File: config.mk
export PLATFORM = sky130hd
export DESIGN_NAME = pause_fade_ctrl
export DESIGN_NICKNAME = d
export VERILOG_FILES = /design/src/rtl/pause_fade_ctrl.sv
export SDC_FILE = /design/constraint.sdc
export NUM_CORES = 1
export LEC_CHECK = 0
export ABC_AREA = 1
export ABC_CLOCK_PERIOD_IN_PS = 1650
export BUFFER_PORTS_ARGS = -buffer_cell sky130_fd_sc_hd__buf_2
export CORE_UTILIZATION = 50
export DETAILED_ROUTE_END_ITERATION = 10
export GPL_ROUTABILITY_DRIVEN = 0
export MAX_ROUTING_LAYER = met4
export PLACE_DENSITY = 0.72
export SETUP_SLACK_MARGIN = 0.02
export SYNTH_ARGS = -nofsm -noshare
export SYNTH_HDL_FRONTEND = slang
export SYNTH_SLANG_ARGS = --single-unit
File: constraint.sdc
create_clock -name clk_sys -period 1.65 [get_ports clk_sys]
set_input_delay 0.495 -clock clk_sys [delete_from_list [all_inputs] [get_ports clk_sys]]
set_output_delay 0.495 -clock clk_sys [all_outputs]
set_load 0.01 [all_outputs]
File: src/rtl/pause_fade_ctrl.sv
// pause_fade_ctrl
//   Pauses the CPU on a button toggle, a level request or an open OSD, and
//   after a dwell time fades the video by right-shifting each colour channel
//   one step every FADE_FRAMES frames until MAX_SHIFT is reached.
//
// Ports
//   clk_sys        sole clock, rising edge
//   reset_n        synchronous active-low reset
//   user_button    pause toggle, acted on at its rising edge
//   pause_request  level pause requests, any bit high forces pause
//   OSD_STATUS     OSD open (level)
//   options        bit0 = pause while OSD open, bit1 = fade enable
//   vblank         vertical blank, rising edge is the frame boundary
//   rgb_in         {R,G,B} pixel data
//   pause_cpu      CPU halt (registered)
//   fade_level     current shift amount (registered)
//   rgb_out        faded pixel data, one cycle latency
//
// State   | meaning
// RUN     | CPU running, no fade
// PAUSED  | CPU halted, counting seconds toward the fade
// FADING  | stepping fade_level on frame boundaries
// FADED   | fade_level held at MAX_SHIFT
module pause_fade_ctrl #(
  parameter int RW          = 8,
  parameter int GW          = 8,
  parameter int BW          = 8,
  parameter int NREQ        = 2,
  parameter int TICK_CYCLES = 24000000,
  parameter int DIM_SECONDS = 10,
  parameter int FADE_FRAMES = 4,
  parameter int MAX_SHIFT   = 2
) (
  input  logic                             clk_sys,
  input  logic                             reset_n,
  input  logic                             user_button,
  input  logic [NREQ-1:0]                  pause_request,
  input  logic                             OSD_STATUS,
  input  logic [1:0]                       options,
  input  logic                             vblank,
  input  logic [RW+GW+BW-1:0]              rgb_in,
  output logic                             pause_cpu,
  output logic [$clog2(MAX_SHIFT+1)-1:0]   fade_level,
  output logic [RW+GW+BW-1:0]              rgb_out
);

  localparam int FW  = $clog2(MAX_SHIFT + 1);
  localparam int PW  = (TICK_CYCLES > 1) ? $clog2(TICK_CYCLES) : 1;
  localparam int SW  = $clog2(DIM_SECONDS + 1);
  localparam int FRW = $clog2(FADE_FRAMES + 1);

  localparam logic [PW-1:0]  PRESC_LAST = PW'(TICK_CYCLES - 1);
  localparam logic [SW-1:0]  SEC_MAX    = SW'(DIM_SECONDS);
  localparam logic [FRW-1:0] FRAME_LAST = FRW'(FADE_FRAMES - 1);
  localparam logic [FW-1:0]  LVL_MAX    = FW'(MAX_SHIFT);

  typedef enum logic [1:0] {RUN, PAUSED, FADING, FADED} state_t;

  state_t         state, state_nxt;
  logic           btn_q, vb_q, pause_toggle, toggle_nxt;
  logic [PW-1:0]  presc, presc_nxt;
  logic [SW-1:0]  sec, sec_nxt;
  logic [FRW-1:0] frame, frame_nxt;
  logic [FW-1:0]  level_nxt, level_inc;
  logic           req_any, vb_rise;
  logic [RW-1:0]  r_s;
  logic [GW-1:0]  g_s;
  logic [BW-1:0]  b_s;

  // req_any uses the registered toggle, so a button edge affects the FSM
  // one cycle after the toggle flips.
  assign req_any   = pause_toggle | (|pause_request) | (options[0] & OSD_STATUS);
  assign vb_rise   = vblank & ~vb_q;
  assign level_inc = fade_level + FW'(1);

  always_comb begin
    toggle_nxt = pause_toggle ^ (user_button & ~btn_q);
    state_nxt  = state;
    presc_nxt  = presc;
    sec_nxt    = sec;
    frame_nxt  = frame;
    level_nxt  = fade_level;
    if (state == RUN) begin
      if (req_any) state_nxt = PAUSED;
    end else if (!req_any) begin
      state_nxt = RUN;
      presc_nxt = '0;
      sec_nxt   = '0;
      frame_nxt = '0;
      level_nxt = '0;
    end else begin
      case (state)
        PAUSED: begin
          if (presc == PRESC_LAST) begin
            presc_nxt = '0;
            if (sec != SEC_MAX) sec_nxt = sec + SW'(1);
          end else begin
            presc_nxt = presc + PW'(1);
          end
          if (sec == SEC_MAX && options[1]) state_nxt = FADING;
        end
        FADING: begin
          if (!options[1]) begin
            state_nxt = PAUSED;
            frame_nxt = '0;
            level_nxt = '0;
          end else if (vb_rise) begin
            if (frame == FRAME_LAST) begin
              frame_nxt = '0;
              level_nxt = level_inc;
              if (level_inc == LVL_MAX) state_nxt = FADED;
            end else begin
              frame_nxt = frame + FRW'(1);
            end
          end
        end
        FADED: begin
          if (!options[1]) begin
            state_nxt = PAUSED;
            frame_nxt = '0;
            level_nxt = '0;
          end
        end
        default: state_nxt = RUN;
      endcase
    end
  end

  assign r_s = rgb_in[RW+GW+BW-1 -: RW] >> fade_level;
  assign g_s = rgb_in[GW+BW-1 -: GW] >> fade_level;
  assign b_s = rgb_in[BW-1:0] >> fade_level;

  always_ff @(posedge clk_sys) begin
    if (!reset_n) begin
      state        <= RUN;
      btn_q        <= 1'b0;
      vb_q         <= 1'b0;
      pause_toggle <= 1'b0;
      presc        <= '0;
      sec          <= '0;
      frame        <= '0;
      fade_level   <= '0;
      pause_cpu    <= 1'b0;
      rgb_out      <= '0;
    end else begin
      state        <= state_nxt;
      btn_q        <= user_button;
      vb_q         <= vblank;
      pause_toggle <= toggle_nxt;
      presc        <= presc_nxt;
      sec          <= sec_nxt;
      frame        <= frame_nxt;
      fade_level   <= level_nxt;
      pause_cpu    <= (state_nxt != RUN);
      rgb_out      <= {r_s, g_s, b_s};
    end
  end

endmodule

==> impl_metrics.tcl, run 1 <==
set metrics [dict create \
    gr-total-overflow 0 \
    post_route_cells_drive_above_1_share_pct 24.7 \
    switching_share_pct 25.8 \
    cp_max_fo 5 \
    wl_per_cell_um 11.7 \
    start_util_pct 52.7 \
    drv_slew 0 \
    finish.instance_area_um2 3890 \
    critical-path-slowest-cell "dfxtp_2" \
    peakVddDrop_v 0.000611 \
    synth_area_leaders "dfxtp_1, nand2_1, nor2_1" \
    leakage_nw 1.78 \
    synth_edf_count 0 \
    drt-pass1-iter-count 5 \
    fin_cells 598 \
    grt_pass1_vias 2717 \
    fin_crit_sh_pct 91.8 \
    io_pins 60 \
    finalCriticalPeriod_ps 1520 \
    post_cts_buffers 0 \
    dp_hpwl_um 5340 \
    dp_cells 582 \
    vias 3060 \
    cts.reportedPaths.clkPinSlew_ps 70 \
    die_x_um 81.7 \
    synth_area_um2 3180 \
    slew_headroom_pct 70.0 \
    coreArea_um2 6030 \
    synth_cell_types 37 \
    p_int_mw 2.47 \
    end_kind "flop" \
    finalSetupViolCount 0 \
    cts_max_path_buffers 2 \
    drt_first_iter_violations 131 \
    wl_um 7000 \
    outcome "finished clean" \
    htree_levels 3 \
    timing.critical_path.arrival_ps 1780 \
    synth_common_cells "nand2_1, nor2_1, dfxtp_1, inv_1" \
    placedInstanceArea_um2 3670 \
    rsz0062_at_grt "true" \
    fin_skew_ps 5.76 \
    hold_buffers 0 \
    max_freq_mhz 660 \
    fp.dieH_um 81.7 \
    worst_pin_slew_ps 449 \
    numClockSinks 64 \
    critPathTopFamily "simple AND/OR/NAND/NOR gates" \
    p_clk_share_pct 39.2 \
    slowest_delay_ps 320 \
    grtUsageTotal_pct 22.8 \
    synth_ff_type "dfxtp_1" \
    hold_path.class "in -> reg" \
    syn_area_per_cell_um2 7.27 \
    path_buf_inv 2 \
    fin_nets 556 \
    worst_slack_ps 135 \
    final_core_util_pct 64.5 \
    diodes 0 \
    dieArea_um2 6670 \
    drv_cap 0 \
    clk_latency_ps 340 \
    place_ws_ps -45.5 \
    p_per_area_nw_per_um2 856 \
    criticalPathCategory "reg -> reg" \
    cts_tree "done" \
    syn2layout_area_growth_pct 22.4 \
    power_mw 3.33 \
    ys_seq_elements 64 \
    p_comb_share_pct 11.7 \
    yosysTopAreaCellShare_pct 40.3 \
    cts_made_buffers 9 \
    grt_max_degree 19 \
    fillers 533 \
    grt_pass1_wl_um 11300 \
    synth_top_cell_by_area "dfxtp_1" \
    worst_setup_path_start_kind "flop" \
    power_frac_seq_pct 49.1 \
    drc_errors 0 \
    yosysSeqAreaShare_pct 40.3 \
    synthesis.instances 437 \
    numPortBuffers 59 \
    cts-resized-gates 0 \
    postSynth.asyncResetShare_pct 0 \
    synthesis.nets 475 \
    postRouteAntennaNets 0 \
    yosysMostFrequentCell "nand2_1" \
    p_sw_mw 0.859 \
    viasPerCell 5.12 \
    rows 28 \
    cts-root-buf "clkbuf_8" \
    cp.required_ps 1910 \
    worstPathCellList "ha_1 -> inv_1 -> nor2_2 -> nand2_2 -> nor2_2 -> nand2_2 -> nand2_4 -> nand2_4 -> nand2_8 -> buf_6 -> nor3b_1" \
    hold_viol 0 \
    synth_warnings 0 \
    antenna_found_initial 0 \
]
==> worst reg2reg max path, stage by stage, from the launching register on <==
cell and delay, ps:
dfxtp_2 320, ha_1 200, inv_1 120, nor2_2 60, nand2_2 90, nor2_2 40, nand2_2 100, nand2_4 90
nand2_4 90, nand2_8 70, buf_6 130, nor3b_1 150
==> layout by cell type (no fill, tap or decap), types with 6 or more instances in the layout <==
cell type	n
inv_1	55
o22ai_1	15
o21ai_0	16
a21oi_1	9
xor2_1	6
nor3_1	13
buf_2	59
nand2_1	90
nand4_1	14
nor2_1	70
nand3_1	16
mux2i_1	12
buf_4	19
clkbuf_8	9
dfxtp_1	61
==> cell families after synthesis <==
group	share of synthesized area [%]
AOI/OAI and AO/OA	9.10
xor gates and xnor gates	1.65
adders and majority gates	1.97
buffers and inverters	8.59
DFF	40.3
muxes	3.78
and+or+nand+nor	34.6
==> routing by layer <==
layer / track usage [%] / up-vias / part of all wire, %
met3: 4.78 / 12 / 4.2
li1: - / 1593 / -
met4: 10.5 / 0 / 1.7
met1: 26.3 / 1378 / 44
met2: 37.8 / 77 / 50
met5: - / - / 0
==> sequential cells by signal (all words and copies together) (netlist names) <==
signal and count:
frame 3, pause_cpu 1, presc 25, btn_q 1, sec 4, rgb_out 24, pause_toggle 1, state 2
fade_level 2, vb_q 1
==> final timing paths <==
path / cells past startpoint / startpoint / endpoint / slack [ps]
worst max-delay path: 11 / presc[0] / presc[7] / 130
worst min-delay path: 3 / vblank / vb_q / 350
worst max register to register: 11 / presc[0] / presc[7] / 130
worst min register to register: 2 / frame[2] / frame[2] / 430
==> power groups by stage <==
stage / clock (mW) / sequential, mW / combinational, mW
detailed placement: 0 / 1.67 / 0.384
finish: 1.30 / 1.63 / 0.389
global placement: 0 / 1.67 / 0.379
global route: 1.40 / 1.64 / 0.432
CTS: 1.33 / 1.63 / 0.385
floorplan: 0 / 1.69 / 0.191
==> metrics by stage <==
step / hold WS (ps) / setup TNS [ps]
after floorplan: 407 / 0
after global routing: 344 / 0
after CTS: 343 / 0
final: 348 / 0
after global placement: 415 / 0
after detailed placement: 424 / -60.8
==> cell type report <==
cell class / count / area (um^2) / share of cell area, %
Multi-Input combinational cell: 305 / 1640 / 42.2
Timing Repair Buffer: 80 / 460 / 11.8
Inverter: 58 / 220 / 5.67
Clock inverter: 6 / 60.1 / 1.55
Clock buffer: 10 / 128 / 3.28
Sequential cell: 64 / 1280 / 33.1
Tap cell: 75 / 93.8 / 2.41
Power figures use the tool's default switching activity.
==> run 2: changes to the inputs <==
SETUP_SLACK_MARGIN = 0.2   (was 0.02)
==> run 2 against run 1 <==
Critical path depth stayed put. Clock power up 19%. Non-clock buffer count is 8 higher. Final cell count grew 1.3%. Sequential power about the same. Global-route usage rose by 1.4 points. Utilization is 5.3 points higher. Die area is the same. Final area increased by 8.2%. Sequential share of layout area shrank 2.0 points. Via count rose by 2.2%.
==> impl_metrics.tcl, run 2 (synthesis results as in run 1) <==
set metrics [dict create \
    diodes 0 \
    peakVddDrop_v 0.000798 \
    cp_max_fo 7 \
    max_freq_mhz 682 \
    timing.critical_path.mode_cell "nand2_4" \
    fin_cells 606 \
    slew_headroom_pct 73.0 \
    htree_levels 3 \
    fin_skew_ps 10.1 \
    grt_pass1_vias 2925 \
    timing.critical_path.arrival_ps 1690 \
    outcome "finished clean" \
    numPortBuffers 59 \
    fillers 501 \
    end_kind "flop" \
    cp.required_ps 1880 \
    largest_reg_flops 25 \
    clk_latency_ps 340 \
    setup_tns_ps 0 \
    r2r-end "presc[19]" \
    cts_max_path_buffers 2 \
    wl_per_cell_um 12.5 \
    final_common_cell "nand2_1" \
    power_mw 3.63 \
    fp.dieH_um 81.7 \
    gr-total-overflow 0 \
    numClockSinks 64 \
    cts.reportedPaths.clkPinSlew_ps 70 \
    dieArea_um2 6670 \
    criticalPathCategory "reg -> reg" \
    finalSetupViolCount 0 \
    dp_cells 574 \
    vias 3127 \
    grt_max_degree 25 \
    postRouteAntennaNets 0 \
    rows 28 \
    reg2reg_depth 11 \
    wl_um 7570 \
    fin_crit_sh_pct 88.9 \
    syn2layout_area_growth_pct 32.4 \
    antenna_found_initial 0 \
    worstPathCellList "ha_4 -> inv_4 -> nor2_4 -> nand2_2 -> nor2_2 -> nand2_2 -> nand2_4 -> nand2_4 -> nand2_4 -> buf_8 -> nor2_2" \
    slowest_delay_ps 360 \
    grt_pass1_wl_um 12000 \
    drt_first_iter_violations 162 \
    p_per_area_nw_per_um2 862 \
    regArea_um2 1310 \
    hold_viol 0 \
    critical-path-slowest-cell "dfxtp_2" \
    drv_cap 0 \
    layout.cells.most_common_list "nand2_1, buf_2, nor2_1" \
    r2r_slack_ps 180 \
    worst_pin_slew_ps 404 \
    r2r_start "presc[0]" \
    drv_slew 0 \
    cts_tree "done" \
    fin_nets 564 \
    dp_hpwl_um 5240 \
    grtUsageTotal_pct 24.2 \
    reg_top3 "presc (25), rgb_out (24), sec (4)" \
    drt-pass1-iter-count 5 \
    io_pins 60 \
    worst_setup_path_start_kind "flop" \
    viasPerCell 5.16 \
    coreArea_um2 6030 \
    finalCriticalPeriod_ps 1470 \
    start_util_pct 52.7 \
    post_route_cells_drive_above_1_share_pct 33.0 \
    leakage_nw 1.90 \
    rsz0062_at_grt "true" \
    multi_input_area_um2 1770 \
    regMostFlops "presc" \
    die_x_um 81.7 \
    hold_path.class "in -> reg" \
    drc_errors 0 \
    cts_made_buffers 9 \
    setup.worst_path.end "presc[19]" \
    cts-root-buf "clkbuf_8" \
    startpoint "presc[0]" \
    hold_buffers 0 \
]
==> run 2: cell count changes in the layout (fill, tap and decap cells not counted), moves of 4 or more <==
cell | previous run | this run
nor2_1 | 70 | 57
dfxtp_4 | 0 | 4
nor2_2 | 3 | 13
dfxtp_2 | 3 | 8
dfxtp_1 | 61 | 52
==> run 2: layer usage <==
layer | vias to the layer above | part of all wire, % | GRT usage (%)
met5 | - | 0 | -
met4 | 0 | 1.0 | 10.9
met3 | 6 | 4.2 | 5.89
met2 | 72 | 52 | 40.0
met1 | 1449 | 43 | 27.6
li1 | 1600 | - | -
==> run 2: how the worst min path moves through the flow <==
stage	start	to	depth (start not counted)
2_1_floorplan	frame[2]	frame[2]	2
3_3_place_gp	frame[2]	frame[2]	2
3_5_place_dp	frame[2]	frame[2]	2
4_1_cts	user_button	btn_q	3
5_1_grt	user_button	btn_q	3
6_report	user_button	btn_q	3
==> run 2: cell type report <==
type	count	share of cell area, %
inverter	58	5.36
sequential	64	31.1
clock buffer	11	3.60
timing repair buffer	88	13.8
clock inverter	5	1.87
multi-input combinational	305	42.1
tap	75	2.23
==> run 2: per-stage QoR <==
| stage | hold WS (ps) | utilization, % | worst slack [ps] | instance area [um^2] |
|---|---|---|---|---|
| 2_1_floorplan | 407 | - | 209 | 3180 |
| 3_3_place_gp | 416 | 60.4 | -6.97 | 3640 |
| 3_5_place_dp | 425 | 60.4 | -48.7 | 3640 |
| 4_1_cts | 331 | 65.7 | 208 | 3960 |
| 5_1_grt | 348 | 69.8 | 112 | 4210 |
| 6_report | 345 | 69.8 | 183 | 4210 |
==> run 2: worst max-delay path, delay by kind of cell (launching register included) <==
kind                       cells  cell delay, ps
adders and majority gates      1             150
buffers and inverters          2             210
DFF                            1             360
and+or+nand+nor                8             630
==> run 2: what timing repair did <==
item,CTS,global route
buffers inserted,6,10
pin swaps,6,22
endpoints found under the setup margin,30,32
cloned,0,0
gates resized for setup,13,52
==> run 2: power by group <==
group | leakage, nW | internal, mW | switching, mW
clock network | 0.119 | 0.931 | 0.621
registers | 0.531 | 1.60 | 0.0249
logic | 1.25 | 0.200 | 0.245
total | 1.90 | 2.73 | 0.891
==> run 3: changes to the inputs <==
CORE_UTILIZATION = 25   (was 50)
PLACE_DENSITY = 0.41   (was 0.72)
==> run 3 against run 2 <==
Via count decreased by 1.2%. Die area up 97%. Critical path depth stayed put. First-iteration DRC count down 33%. Utilization down 34 points. Maximum frequency rose by 2.8%. Final area grew 2.8%. Global-route usage is 10 points lower. Register-to-register slack improved by 40 ps. Non-clock buffer count rose by 4. Critical path type unchanged. Highest routed layer unchanged. Critical endpoint unchanged. Clock skew is 3.7 ps lower. Final cell count up 16%.
==> impl_metrics.tcl, run 3 (synthesis results as in run 1) <==
set metrics [dict create \
    numClockSinks 64 \
    gr-total-overflow 0 \
    regMostFlops "presc" \
    fp.dieH_um 115 \
    setup_tns_ps 0 \
    rsz0062_at_grt "true" \
    outcome "finished clean" \
    final_core_util_pct 35.4 \
    end_kind "flop" \
    cts-root-buf "clkbuf_16" \
    holdWs_ps 353 \
    fin_skew_ps 6.45 \
    rows 40 \
    diodes 0 \
    layout.cells.most_common_list "nand2_1, nor2_1, buf_2" \
    start_util_pct 26.0 \
    max_freq_mhz 701 \
    worst_slack_ps 223 \
    p_per_area_nw_per_um2 885 \
    numPortBuffers 59 \
    final_common_cell "nand2_1" \
    regArea_um2 1310 \
    grt_max_degree 19 \
    viasPerCell 4.39 \
    grt_pass1_wl_um 13900 \
    cts_max_path_buffers 2 \
    reg_top3 "presc (25), rgb_out (24), sec (4)" \
    place_ws_ps -20.0 \
    io_pins 60 \
    criticalPathCategory "reg -> reg" \
    cp.required_ps 1880 \
    timing.critical_path.arrival_ps 1660 \
    wl_um 8250 \
    finalSetupViolCount 0 \
    vias 3088 \
    wl_per_cell_um 11.7 \
    slowest_delay_ps 350 \
    clk_latency_ps 340 \
    cp_max_fo 8 \
    drt_first_iter_violations 108 \
    cts_made_buffers 9 \
    die_x_um 115 \
    worstPathCellList "ha_4 -> inv_4 -> nor2_4 -> nand2_2 -> nor2_2 -> nand2_2 -> nand2_4 -> nand2_4 -> nand2_8 -> buf_8 -> nor2_1" \
    antenna_found_initial 0 \
    critical-path-slowest-cell "dfxtp_2" \
    worst_setup_path_start_kind "flop" \
    slew_headroom_pct 70.9 \
    hold_path.class "in -> reg" \
    drc_errors 0 \
    fin_crit_sh_pct 86.5 \
    cts_tree "done" \
    peakVddDrop_v 0.000406 \
    postRouteAntennaNets 0 \
    dieArea_um2 13200 \
    hold_buffers 0 \
    htree_levels 3 \
    critPathTopFamily "simple AND/OR/NAND/NOR gates" \
    multi_input_area_um2 1730 \
    finalCriticalPeriod_ps 1430 \
    leakage_nw 1.91 \
    fin_nets 568 \
    post_route_cells_drive_above_1_share_pct 31.2 \
    path_buf_inv 2 \
    dp_hpwl_um 6090 \
    worst_pin_slew_ps 436 \
    drt-pass1-iter-count 4 \
    cts.reportedPaths.clkPinSlew_ps 50 \
    largest_reg_flops 25 \
    grtUsageTotal_pct 14.1 \
    fillers 1343 \
    coreArea_um2 12200 \
    syn2layout_area_growth_pct 36.2 \
    drv_cap 0 \
    grt_pass1_vias 2978 \
    hold_viol 0 \
    drv_slew 0 \
]
-- run 3: per-stage QoR --
stage	area, um^2	total power, mW	instances
finish	4320	3.83	703
global route	4320	4.01	703
CTS	4200	3.88	698
detailed placement	3830	2.07	678
global placement	3830	2.07	678
floorplan	3180	1.89	437
-- run 3: cell type report --
cell class                 count  area share [%]
clock inverter                 5           0.752
timing repair buffer          92            13.4
inverter                      58            5.27
multi-input combinational    305            40.0
sequential                    64            30.2
clock buffer                  11            5.61
tap                          168            4.86
-- run 3: worst paths after layout --
check	startpoint	end	slack (ps)	depth (start not counted)
worst max-delay path	presc[0]	presc[19]	220	11
worst min-delay path	vblank	vb_q	350	3
worst min register to register	frame[2]	frame[2]	430	2
worst max register to register	presc[0]	presc[19]	220	11
-- run 3: timing repair --
item,4_1_cts,5_1_grt
setup endpoints to repair,30,36
pin swaps,7,6
buffers inserted,4,5
resized for setup,18,32
-- run 3: where the power goes --
part	internal (mW)	total [mW]	switching (mW)
combinational	0.193	0.435	0.242
sequential	1.61	1.64	0.0274
clock	1.05	1.76	0.705
-- run 3: per-layer routing --
metal	share of wire, %	track usage (%)
met1	47	16.7
met2	47	22.1
met3	2.7	3.12
met4	2.4	7.79
met5	0	-
-- run 3: tightest hold or removal path, delay by kind of cell --
family	cells	cell delay [ps]
buffers and inverters	2	130
and+or+nand+nor	1	40
